### src/rtl/seven_segment_mux_if.sv
// Pin bundle between a status-register block (master) and the seven-segment scanner (slave).
interface seven_segment_mux_if #(
  parameter int DIGITS = 4
);
  logic                  load;
  logic [4*DIGITS-1:0]   value_in;
  logic [DIGITS-1:0]     dp_in;
  logic                  enable;
  logic [6:0]            seg;
  logic                  dp;
  logic [DIGITS-1:0]     an;
  logic                  pending;
  logic                  frame_tick;

  modport master (
    output load, value_in, dp_in, enable,
    input  seg, dp, an, pending, frame_tick
  );

  modport slave (
    input  load, value_in, dp_in, enable,
    output seg, dp, an, pending, frame_tick
  );
endinterface

### src/rtl/seven_segment_mux.sv
// Time-multiplexed hex driver for DIGITS seven-segment digits with tear-free frame updates.
// Optional build macro SEVSEG_LZB_EN enables leading-zero blanking.
module seven_segment_mux #(
  parameter int DIGITS         = 4,
  parameter int SCAN_DIV       = 50000,
  parameter int DEADTIME       = 16,
  parameter int SEG_ACTIVE_LOW = 1,
  parameter int AN_ACTIVE_LOW  = 1
) (
  input  logic                clk,
  input  logic                rst_n,
  seven_segment_mux_if.slave  bus
);
  localparam int PW = (SCAN_DIV > 1) ? $clog2(SCAN_DIV) : 1;
  localparam int IW = (DIGITS > 1) ? $clog2(DIGITS) : 1;
  localparam logic [PW-1:0]     PCNT_LAST = PW'(SCAN_DIV - 1);
  localparam logic [IW-1:0]     IDX_LAST  = IW'(DIGITS - 1);
  localparam logic [PW-1:0]     DEAD_END  = PW'(DEADTIME);
  localparam logic [6:0]        SEG_OFF   = (SEG_ACTIVE_LOW != 0) ? 7'h7F : 7'h00;
  localparam logic              DP_OFF    = (SEG_ACTIVE_LOW != 0);
  localparam logic [DIGITS-1:0] AN_OFF    = (AN_ACTIVE_LOW != 0) ? {DIGITS{1'b1}} : {DIGITS{1'b0}};

  logic [PW-1:0]         pcnt;
  logic [IW-1:0]         idx;
  logic [4*DIGITS-1:0]   shadow_val, disp_val;
  logic [DIGITS-1:0]     shadow_dp, disp_dp;
  logic                  pending_q;

  logic                  slot_end, frame_wrap, lit;
  logic [3:0]            cur_nib;
  logic                  cur_dp;
  logic [6:0]            cur_seg;
  logic [DIGITS-1:0]     an_sel;

  logic [6:0]            seg_p1;
  logic                  dp_p1;
  logic [DIGITS-1:0]     an_p1;
  logic                  tick_p1;

  // Positive-logic glyph: bit 6 = a ... bit 0 = g.
  function automatic logic [6:0] glyph(input logic [3:0] nib);
    case (nib)
      4'h0: glyph = 7'h7E;
      4'h1: glyph = 7'h30;
      4'h2: glyph = 7'h6D;
      4'h3: glyph = 7'h79;
      4'h4: glyph = 7'h33;
      4'h5: glyph = 7'h5B;
      4'h6: glyph = 7'h5F;
      4'h7: glyph = 7'h70;
      4'h8: glyph = 7'h7F;
      4'h9: glyph = 7'h7B;
      4'hA: glyph = 7'h77;
      4'hB: glyph = 7'h1F;
      4'hC: glyph = 7'h4E;
      4'hD: glyph = 7'h3D;
      4'hE: glyph = 7'h4F;
      default: glyph = 7'h47;
    endcase
  endfunction

`ifdef SEVSEG_LZB_EN
  // A digit is blank when it and every more-significant nibble are zero; digit 0 always shows.
  function automatic logic lzb_blank(input logic [4*DIGITS-1:0] val, input logic [IW-1:0] k);
    logic zero_above;
    zero_above = 1'b1;
    for (int j = 0; j < DIGITS; j++)
      if ((IW'(j) >= k) && (val[4*j +: 4] != 4'h0)) zero_above = 1'b0;
    return zero_above && (k != '0);
  endfunction
`endif

  assign slot_end   = (pcnt == PCNT_LAST);
  assign frame_wrap = slot_end && (idx == IDX_LAST);
  assign lit        = bus.enable && (pcnt >= DEAD_END);

  always_comb begin
    cur_nib = 4'h0;
    cur_dp  = 1'b0;
    an_sel  = '0;
    for (int k = 0; k < DIGITS; k++) begin
      if (idx == IW'(k)) begin
        cur_nib   = disp_val[4*k +: 4];
        cur_dp    = disp_dp[k];
        an_sel[k] = lit;
      end
    end
  end

  always_comb begin
    cur_seg = glyph(cur_nib);
`ifdef SEVSEG_LZB_EN
    if (lzb_blank(disp_val, idx)) cur_seg = 7'h00;
`endif
  end

  always_ff @(posedge clk or negedge rst_n) begin
    if (!rst_n) begin
      pcnt <= '0;
      idx  <= '0;
    end else if (slot_end) begin
      pcnt <= '0;
      idx  <= (idx == IDX_LAST) ? '0 : idx + 1'b1;
    end else begin
      pcnt <= pcnt + 1'b1;
    end
  end

  // A load coinciding with the wrap bypasses the shadow so it lands in the very next frame.
  always_ff @(posedge clk or negedge rst_n) begin
    if (!rst_n) begin
      shadow_val <= '0;
      shadow_dp  <= '0;
      disp_val   <= '0;
      disp_dp    <= '0;
      pending_q  <= 1'b0;
    end else if (bus.load && frame_wrap) begin
      disp_val  <= bus.value_in;
      disp_dp   <= bus.dp_in;
      pending_q <= 1'b0;
    end else begin
      if (frame_wrap && pending_q) begin
        disp_val  <= shadow_val;
        disp_dp   <= shadow_dp;
        pending_q <= 1'b0;
      end
      if (bus.load) begin
        shadow_val <= bus.value_in;
        shadow_dp  <= bus.dp_in;
        pending_q  <= 1'b1;
      end
    end
  end

  // Stage p1: output registers, polarity applied here.
  always_ff @(posedge clk or negedge rst_n) begin
    if (!rst_n) begin
      seg_p1  <= SEG_OFF;
      dp_p1   <= DP_OFF;
      an_p1   <= AN_OFF;
      tick_p1 <= 1'b0;
    end else begin
      seg_p1  <= cur_seg ^ SEG_OFF;
      dp_p1   <= cur_dp ^ DP_OFF;
      an_p1   <= an_sel ^ AN_OFF;
      tick_p1 <= frame_wrap;
    end
  end

  assign bus.seg        = seg_p1;
  assign bus.dp         = dp_p1;
  assign bus.an         = an_p1;
  assign bus.frame_tick = tick_p1;
  assign bus.pending    = pending_q;
endmodule

### src/flat_wrapper.sv
// flat-port wrapper written by rule: the top's interface ports become plain ports
module seven_segment_mux_flat 
#(
  parameter int DIGITS         = 4,
  parameter int SCAN_DIV       = 50000,
  parameter int DEADTIME       = 16,
  parameter int SEG_ACTIVE_LOW = 1,
  parameter int AN_ACTIVE_LOW  = 1
)
  (clk, rst_n, bus_load, bus_value_in, bus_dp_in, bus_enable, bus_seg, bus_dp, bus_an, bus_pending, bus_frame_tick);
  seven_segment_mux_if #(.DIGITS(DIGITS)) bus_i ();
  input  logic clk;
  input  logic rst_n;
  input wire logic [$bits(bus_i.load)-1:0] bus_load;
  input wire logic [$bits(bus_i.value_in)-1:0] bus_value_in;
  input wire logic [$bits(bus_i.dp_in)-1:0] bus_dp_in;
  input wire logic [$bits(bus_i.enable)-1:0] bus_enable;
  output wire logic [$bits(bus_i.seg)-1:0] bus_seg;
  output wire logic [$bits(bus_i.dp)-1:0] bus_dp;
  output wire logic [$bits(bus_i.an)-1:0] bus_an;
  output wire logic [$bits(bus_i.pending)-1:0] bus_pending;
  output wire logic [$bits(bus_i.frame_tick)-1:0] bus_frame_tick;
  assign bus_i.load = bus_load;
  assign bus_i.value_in = bus_value_in;
  assign bus_i.dp_in = bus_dp_in;
  assign bus_i.enable = bus_enable;
  assign bus_seg = bus_i.seg;
  assign bus_dp = bus_i.dp;
  assign bus_an = bus_i.an;
  assign bus_pending = bus_i.pending;
  assign bus_frame_tick = bus_i.frame_tick;
  seven_segment_mux #(.DIGITS(DIGITS), .SCAN_DIV(SCAN_DIV), .DEADTIME(DEADTIME), .SEG_ACTIVE_LOW(SEG_ACTIVE_LOW), .AN_ACTIVE_LOW(AN_ACTIVE_LOW)) u_core (.clk(clk), .rst_n(rst_n), .bus(bus_i));
endmodule
### config.mk
export PLATFORM = sky130hd
export DESIGN_NAME = seven_segment_mux_flat
export DESIGN_NICKNAME = d
export VERILOG_FILES = /design/src/rtl/seven_segment_mux_if.sv /design/src/rtl/seven_segment_mux.sv /design/src/flat_wrapper.sv
export SDC_FILE = /design/constraint.sdc
export NUM_CORES = 1
export LEC_CHECK = 0
export ABC_AREA = 0
export BUFFER_PORTS_ARGS = -buffer_cell sky130_fd_sc_hd__buf_2
export CAP_MARGIN = 20
export CORE_MARGIN = 5
export CORE_UTILIZATION = 58
export DETAILED_ROUTE_END_ITERATION = 7
export GPL_TIMING_DRIVEN = 0
export PLACE_DENSITY_LB_ADDON = 0.25
export SYNTH_ARGS = -nofsm -noshare
export SYNTH_HDL_FRONTEND = slang
export SYNTH_SLANG_ARGS = --single-unit
### constraint.sdc
create_clock -name clk -period 3 [get_ports clk]
set_input_delay 0.3 -clock clk [delete_from_list [all_inputs] [get_ports clk]]
set_output_delay 0.3 -clock clk [all_outputs]
set_load 0.02 [all_outputs]
* After elaboration in Yosys (flattened, before gate mapping) *
Memories as Yosys holds them, arrays and structs flattened.
Cells that the tools add are included.

word-level totals
  bits in read-only memories = 112
  register bits = 72
  memory bits (writable) = 0
  bits in latches = 0
  memories kept = 1
  output and inout bits = 14
  input bits = 24

memory list
  memory            depth  width  read ports  clocked after Yosys merged registers in  wr ports  line                     RTL
  (name not given)  16     7      1           0                                        0         seven_segment_mux.sv:42  case (nib)

cells by class
  multiply operators = 0
  reduce and logical (&&, ||, !) cells = 8
  eq/ne operators = 4
  divide/modulo/power cells = 0
  add/sub/neg operators = 2
  mux-type cells = 21
  shift-type cells = 0
  bitwise logic cells = 4
  $lt $le $gt $ge = 1

operator list
  kind                   number
  $mux 16                3
  $mux 4                 6
  $add 16x1->16 const B  1
  $eq 16x16->1 const B   1
  $ge 16x5->1 const B    1
  $mux 1                 11
  $not 7->7              1
  $eq 2x2->1 const B     2
  $logic_and 1x1->1      4
  $not 4->4              1
  $reduce_bool 3->1      1
  $add 2x1->2 const B    1
  $eq 2x1->1 const B     1
  $logic_not 2->1        1
  $mux 2                 1
  $not 1->1              2
  $reduce_and 2->1       1
  $reduce_bool 2->1      1

* Depth between registers and ports, before layout *
Gate-level depths: netlist of run 1.
An unclocked memory read counts as a cell.

  word-level depth = 7
  gate-level depth with buffers = 12
  gate-level depth less buffers = 11

* Worst setup path before layout of run 1 *
No wires, ideal clock.

  path type = reg-to-reg
  from = register u_core.idx[0]
  to = register u_core.seg_p1[3] (netlist: u_core.bus.seg[3])
  setup slack = 0.809 ns
  clock period less this slack = 2.191 ns
  library setup time = 0.096 ns
  cell stages (with the launch flop) = 12
  data required time = 2.904 ns
  arrival = 2.095 ns
  cell sequence = dfrtp_1 > inv_1 > ha_1 > clkbuf_1 > nand2b_1 > o221ai_1 > inv_1 > ha_1 > inv_1 > nor2_1 > a211oi_1 > a31oi_1

between the ends
  cells in the longest elaborated chain, start to end = 7
  elaborated cells between the ends (all ways) = 10

RTL lines
  element                   line                      RTL
  start: declaration        seven_segment_mux.sv:24   logic [IW-1:0] idx;
  start signal: assignment  seven_segment_mux.sv:103  idx <= (idx == IDX_LAST) ? '0 : idx + 1'b1;
  $logic_not 2->1           seven_segment_mux.sv:82   if (idx == IW'(k)) begin
  $mux 4 (3 in series)      seven_segment_mux.sv:82
  $mux 4 *                  seven_segment_mux.sv:82
  $mem_v2 16x7 *            -
  $not 7->7 (no line) *     -
  end signal: assignment    seven_segment_mux.sv:143  seg_p1 <= cur_seg ^ SEG_OFF;
  end: declaration          seven_segment_mux.sv:35   logic [6:0] seg_p1;

Every way passes the cells marked *; elsewhere a longest branch is shown, timed or not.
A chain may end at the register's enable or synchronous reset.

* Worst setup path in the final report of run 1 *
Same ends and word-level chain as after synthesis.

==> run summary, run 1 <==
Net Sw Frac: 22.6%
Synth Cell Area: 0.00357 mm^2
Num CTS Buffers: 9
Slew Limit Fails: 0
CTS tree: yes
Register-to-Register Path Depth: 9
Crit-path max cell delay: 0.50 ns
Area of the multi-input gates: 0.00155 mm^2
Finished Core Util: 68.9%
Setup_tns: 0 ns
Via/cell ratio: 5.66
Clock share of power: 42.7%
Mux share of post-synthesis cell area: 7.19%
Number of nets still failing antenna checks after routing: 0
Maximum vdd ir drop: 0.393 mV
Yosys cell types: 44
Global-route wire length before repair: 12300 um
Adder-cell share of the synthesized area: 4.56%
Die ar.: 0.00782 mm^2
Tot Pwr: 2.18 mW
Gr usage total: 20.6%
Share of cells above drive strength 1: 20.7%
Post-synth EDFFs: 0
Status: finished clean
Setup crit start kind: flip-flop
Final-layout fill cell count: 466
Post-Synth Simple-Gate Area: 15.3%
Seq/Total Area, Yosys: 50.9%
Chip height: 88.4 um
Core area: 0.00596 mm^2
Vias: 2608
Initial core utilization: 59.9%
CP Class: flip-flop to flip-flop
Skew-Pair Late Insertion Delay: 0.34 ns
Post-route minimum period: 2.60 ns
Seq pwr share: 48.3%
Dpl cell area: 0.00385 mm^2
Sw Pwr: 0.492 mW
Number of global-route vias before repair: 2679
Post-synthesis compound-gate area fraction: 13.2%
Worst r2r dst: u_core.bus.seg[3]
Crit path DAT: 2.85 ns
Slew Limit Headroom: 41.9%
Async set-reset flop share out of synthesis: 100%
Internal Power: 1.69 mW
Crit. End Element: flip-flop
Post-Syn Nets: 370
PwrDens: 532 mW/mm^2
Worst EP required: 3.25 ns
Yosys warns: 0
Combinational share of power: 8.9%
RSZ-0062 raised after global routing: no
Main combinational cell family by area after synthesis: simple AND/OR/NAND/NOR gates
Clk sinks: 72
Flops & latches, synth: 72
IO buf count: 37
# hold bufs at CTS: 0
H-tree lvl count: 3
DP HPWL: 4920 um
Area grow syn2layout: 14.9%
Largest net degree at the start of global routing: 73
Fin Hold WS: 0.0850 ns
DR DRC count: 0
I/O pin cnt: 38
Leakage power: 1.83 nW
Hold crit path type: primary input to async pin
Drt total wl: 7080 um
Worst reg2reg startpoint: u_core.idx[0]
Worst Clk Skew: 0.00810 ns
Worst-path clk slew: 0.07 ns
Grt ovf: 0
Syn Inst Count: 333
Synth Flop Type: dfrtp_1
Register Area: 0.00182 mm^2
CTS Buffer Depth: 2
Num rows: 28
Post-Synth XOR/XNOR Area: 2.95%
Routed WL per cell: 15.4 um
First-pass iteration count of the detailed router: 4
# setup viols final: 0
Synth Area per Inst: 10.7 um^2
Least-Margin Pin Slew: 0.871 ns
Crit-path slowest cell: o221ai_1
Crit path max fanout: 9
# nets final: 418
Final period utilization: 86.5%
Initial drt markers: 165
Max_cap viols: 0
Final count of hold timing violations: 0
CP cell instances: inv_1, ha_1, clkbuf_1, nand2b_1, o221ai_1, inv_1, ha_1, a211oi_1, a31oi_1
Fin area: 0.00410 mm^2
Initial antenna violation count: 0
Placer congestion estimate: 0.893
Die Wd: 88.4 um
CTS root buf: clkbuf_8
# diodes: 0
Max Clk Rate: 385 MHz
Flop2flop setup slack: 0.40 ns
-- what timing repair did --
item,4_1_cts,5_1_grt
setup endpoints to repair,0,1
setup buffers,0,0
resized for setup,0,1
-- how the worst max path moves through the flow --
stage                             start           endpoint  slack (ns)
after floorplan           u_core.idx[0]  u_core.bus.seg[3]        0.81
final                     u_core.idx[0]  u_core.bus.seg[3]        0.40
after global placement    u_core.idx[0]  u_core.bus.seg[3]        0.46
after detailed placement  u_core.idx[0]  u_core.bus.seg[3]        0.34
after CTS                 u_core.idx[0]  u_core.bus.seg[3]        0.32
after global routing      u_core.idx[0]  u_core.bus.seg[3]        0.08
-- power groups by stage --
stage | Clock [mW] | Sequential (mW) | Combinational (mW)
2_1_floorplan | 0 | 1.08 | 0.110
3_3_place_gp | 0 | 1.07 | 0.191
3_5_place_dp | 0 | 1.07 | 0.196
4_1_cts | 0.950 | 1.05 | 0.198
5_1_grt | 0.994 | 1.06 | 0.221
6_report | 0.932 | 1.05 | 0.195
-- cells by family (layout without fill, tap and decap cells) --
| logic type | count (synthesis) | in the layout |
|---|---|---|
| DFF | 72 | 72 |
| muxes | 23 | 23 |
| adders and majority gates | 13 | 13 |
| AOI/OAI and AO/OA | 68 | 68 |
| xor gates and xnor gates | 12 | 12 |
| and+or+nand+nor | 99 | 99 |
| buffers and inverters | 46 | 99 |
-- per-stage QoR --
stage,instances,setup WS [ns]
4_1_cts,461,0.323
3_3_place_gp,445,0.457
3_5_place_dp,445,0.342
5_1_grt,461,0.0842
6_report,461,0.404
2_1_floorplan,333,0.809
-- final cells by class --
class / count / area share (%)
buffer: 16 / 2.38
inverter: 30 / 2.75
clock buffer: 11 / 3.45
clock inverter: 5 / 2.53
tap: 75 / 2.29
timing repair buffer: 37 / 4.58
multi-input combinational: 215 / 37.7
sequential: 72 / 44.3
-- layer usage --
layer,GRT usage (%),up-vias,share of wire (%)
met2,31.3,75,47
met4,9.62,0,2.3
li1,-,1254,-
met5,0,-,0
met3,4.93,18,5.5
met1,28.1,1261,45
-- sequential cells by signal (all words and copies together) (netlist names) --
name                   flops
u_core.pcnt               16
u_core.bus.dp              1
u_core.bus.seg             7
u_core.disp_val           16
u_core.shadow_dp           4
u_core.disp_dp             4
u_core.shadow_val         16
u_core.bus.an              4
u_core.bus.frame_tick      1
u_core.idx                 2
u_core.bus.pending         1
-- synth_stat cells (3+ instances only) --
| master | n | area [um^2] |
|---|---|---|
| dfstp_2 | 12 | 315 |
| xnor2_1 | 7 | 61.3 |
| mux2_1 | 21 | 236 |
| nor2_1 | 18 | 67.6 |
| dfrtp_1 | 60 | 1500 |
| o22ai_1 | 3 | 18.8 |
| ha_1 | 13 | 163 |
| xor2_1 | 5 | 43.8 |
| inv_1 | 28 | 105 |
| nand3b_1 | 3 | 22.5 |
| a21oi_1 | 22 | 110 |
| nand3_1 | 18 | 90.1 |
| nor3_1 | 6 | 30.0 |
| nor3b_1 | 16 | 120 |
| o21ai_0 | 7 | 35.0 |
| a32oi_1 | 5 | 43.8 |
| buf_2 | 3 | 15.0 |
| nand2_1 | 23 | 86.3 |
| nor2b_1 | 4 | 25.0 |
| clkbuf_1 | 9 | 33.8 |
| o22a_1 | 15 | 131 |
| a211oi_1 | 6 | 45.0 |
-- worst max-delay path, delay by kind of cell, from the launching register on --
kind            cells  cell delay [ns]
fa+ha+maj           2             0.50
simple gates        1             0.18
buf+inv             3             0.65
compound gates      3             0.78
flops               1             0.41
-- cells in the final DEF (no fill, tap or decap), types with 2 or more instances in the layout --
cell,instances
clkbuf_8,10
nand3b_1,3
nand2_1,23
o22ai_1,3
buf_8,2
nor3_1,6
inv_2,2
mux2i_1,2
buf_4,2
xnor2_1,7
o31ai_1,2
nand3_1,18
inv_1,28
a31oi_1,2
a32oi_1,5
dfstp_2,12
bufinv_16,3
o22a_1,15
dfrtp_1,60
clkbuf_1,10
nor2b_1,4
nor3b_1,16
buf_2,39
nor2_1,18
mux2_1,21
a21oi_1,22
a211oi_1,6
o21ai_0,7
nand4_1,2
ha_1,13
xor2_1,5
No activity file was read; power rests on OpenSTA's default activity.
==> run 2: changes to the inputs <==
--- a/config.mk
+++ b/config.mk
@@ -8,8 +8,10 @@
 export ABC_AREA = 0
 export BUFFER_PORTS_ARGS = -buffer_cell sky130_fd_sc_hd__buf_2
 export CAP_MARGIN = 20
+export CELL_PAD_IN_SITES_DETAIL_PLACEMENT = 1
+export CELL_PAD_IN_SITES_GLOBAL_PLACEMENT = 2
 export CORE_MARGIN = 5
-export CORE_UTILIZATION = 58
+export CORE_UTILIZATION = 38
 export DETAILED_ROUTE_END_ITERATION = 7
 export GPL_TIMING_DRIVEN = 0
 export PLACE_DENSITY_LB_ADDON = 0.25
==> run summary, run 2 (synthesis gave the netlist of run 1 again) <==
Status: finished clean (unchanged)
Maximum vdd ir drop: 0.254 mV (was 0.393 mV)
Internal Power: 1.76 mW (was 1.69 mW)
CTS root buf: clkbuf_8 (unchanged)
Number of nets still failing antenna checks after routing: 0 (unchanged)
Max_cap viols: 0 (unchanged)
Net Sw Frac: 22.6% (about the same)
Worst Clk Skew: 0.0114 ns (was 0.00810 ns)
CTS tree: yes (unchanged)
Num rows: 35 (was 28)
Finished Core Util: 45.7% (was 68.9%)
Initial core utilization: 38.8% (was 59.9%)
Initial antenna violation count: 0 (unchanged)
Drt total wl: 8310 um (was 7080 um)
Largest net degree at the start of global routing: 47 (was 73)
Register Area: 0.00182 mm^2 (unchanged)
Share of cells above drive strength 1: 20.6% (was 20.7%)
Area grow syn2layout: 17.7% (was 14.9%)
CP Class: flip-flop to flip-flop (unchanged)
Final-layout fill cell count: 1043 (was 466)
Final count of hold timing violations: 0 (unchanged)
Setup_tns: 0 ns (unchanged)
Slew Limit Headroom: 51.9% (was 41.9%)
Skew-Pair Late Insertion Delay: 0.35 ns (was 0.34 ns)
Crit. End Element: flip-flop (unchanged)
Most common cell after layout, fill and taps aside: dfrtp_1 (unchanged)
Num CTS Buffers: 9 (unchanged)
Initial drt markers: 42 (was 165)
Routed WL per cell: 16.6 um (was 15.4 um)
DR DRC count: 0 (unchanged)
Vias: 2600 (was 2608)
Combinational share of power: 9.0% (was 8.9%)
Gr usage total: 15.7% (was 20.6%)
Setup crit start kind: flip-flop (unchanged)
Sw Pwr: 0.512 mW (was 0.492 mW)
# nets final: 420 (was 418)
Crit path DAT: 2.94 ns (was 2.85 ns)
IO buf count: 37 (unchanged)
H-tree lvl count: 3 (unchanged)
Die ar.: 0.0114 mm^2 (was 0.00782 mm^2)
PwrDens: 540 mW/mm^2 (was 532 mW/mm^2)
Die Wd: 107 um (was 88.4 um)
Global-route wire length before repair: 14100 um (was 12300 um)
Max Clk Rate: 372 MHz (was 385 MHz)
Leakage power: 1.85 nW (was 1.83 nW)
Crit path max fanout: 9 (unchanged)
Clk sinks: 72 (unchanged)
RSZ-0062 raised after global routing: no (unchanged)
Core area: 0.00920 mm^2 (was 0.00596 mm^2)
# diodes: 0 (unchanged)
Grt ovf: 0 (unchanged)
Most frequent cells in the layout: dfrtp_1, buf_2, inv_1 (unchanged)
Worst-path clk slew: 0.08 ns (was 0.07 ns)
Number of global-route vias before repair: 2892 (was 2679)
# setup viols final: 0 (unchanged)
CTS Buffer Depth: 2 (unchanged)
Dpl cell area: 0.00392 mm^2 (was 0.00385 mm^2)
Placer congestion estimate: 0.763 (was 0.893)
Area of the multi-input gates: 0.00155 mm^2 (unchanged)
Least-Margin Pin Slew: 0.716 ns (was 0.871 ns)
Seq pwr share: 46.5% (was 48.3%)
Slew Limit Fails: 0 (unchanged)
Largest registers: u_core.disp_val: 16 flops, u_core.pcnt: 16 flops, u_core.shadow_val: 16 flops (unchanged)
Chip height: 107 um (was 88.4 um)
I/O pin cnt: 38 (unchanged)
First-pass iteration count of the detailed router: 4 (unchanged)
Worst EP required: 3.25 ns (about the same)
Final period utilization: 89.5% (was 86.5%)
Tot Pwr: 2.27 mW (was 2.18 mW)
Hold crit path type: primary input to flip-flop (was primary input to async pin)
DP HPWL: 6000 um (was 4920 um)
Via/cell ratio: 5.21 (was 5.66)
Clock share of power: 44.6% (was 42.7%)
Fin area: 0.00420 mm^2 (was 0.00410 mm^2)
Post-route minimum period: 2.69 ns (was 2.60 ns)
## run 2: cell count changes in the layout (fill, tap and decap cells not counted)
cell           delta
buf_16            +1
dlygate4sd3_1     +1
clkbuf_1          +1
clkinv_2          -1
bufinv_16         +1
clkbuf_8          -1
## run 2: final cells by class
| type | instances | area share, % |
|---|---|---|
| Timing Repair Buffer | 39 | 5.36 |
| Buffer | 16 | 2.32 |
| Clock buffer | 11 | 3.13 |
| Clock inverter | 5 | 3.07 |
| Tap cell | 111 | 3.31 |
| Inverter | 30 | 2.68 |
| Multi-Input combinational cell | 215 | 36.9 |
| Sequential cell | 72 | 43.3 |
## run 2: power by group through the flow
stage	combinational [mW]	clock (mW)	sequential (mW)
global route	0.230	1.10	1.06
CTS	0.210	1.04	1.05
finish	0.204	1.01	1.05
floorplan	0.110	0	1.08
global placement	0.196	0	1.07
detailed placement	0.208	0	1.07
## run 2: worst paths after layout
check | start | depth (start not counted) | end | slack (ns)
hold reg to reg | u_core.disp_dp[3] | 1 | u_core.bus.dp | 0.46
setup / recovery | u_core.idx[0] | 9 | u_core.bus.seg[3] | 0.31
max in group asynchronous | rst_n | 3 | u_core.bus.an[1] | 1.97
min in group asynchronous | rst_n | 2 | u_core.shadow_val[7] | 0.42
setup reg to reg | u_core.idx[0] | 9 | u_core.bus.seg[3] | 0.31
hold / removal | bus_value_in[0] | 2 | u_core.shadow_val[0] | 0.18
## run 2: repair_timing
action | 4_1_cts | 5_1_grt
resized for setup | 0 | 1
setup buffers | 0 | 0
hold buffers | 1 | 0
endpoints found under the setup margin | 0 | 1
endpoints found under the hold margin | 20 | 0
## run 2: metal layers
metal	vias up	track usage [%]	share of wire, %
met3	11	3.01	2.6
li1	1265	-	-
met5	-	0	0
met2	29	26.2	49
met1	1295	20.3	47
met4	0	5.94	1.4
## run 2: stage by stage
step / instances / hold slack [ns] / setup slack, ns
2_1_floorplan: 333 / 0.00441 / 0.809
3_3_place_gp: 481 / 0.443 / 0.350
4_1_cts: 499 / 0.159 / 0.154
3_5_place_dp: 482 / 0.248 / 0.180
6_report: 499 / 0.178 / 0.315
5_1_grt: 499 / 0.162 / 0.0677
## run 2: critical path, cell delays in order, from the launching register on
cell      delay (ns)
dfrtp_1         0.40
inv_1           0.13
ha_1            0.17
clkbuf_1        0.35
nand2b_1        0.18
o221ai_1        0.51
inv_1           0.19
ha_1            0.35
a211oi_1        0.24
a31oi_1         0.07
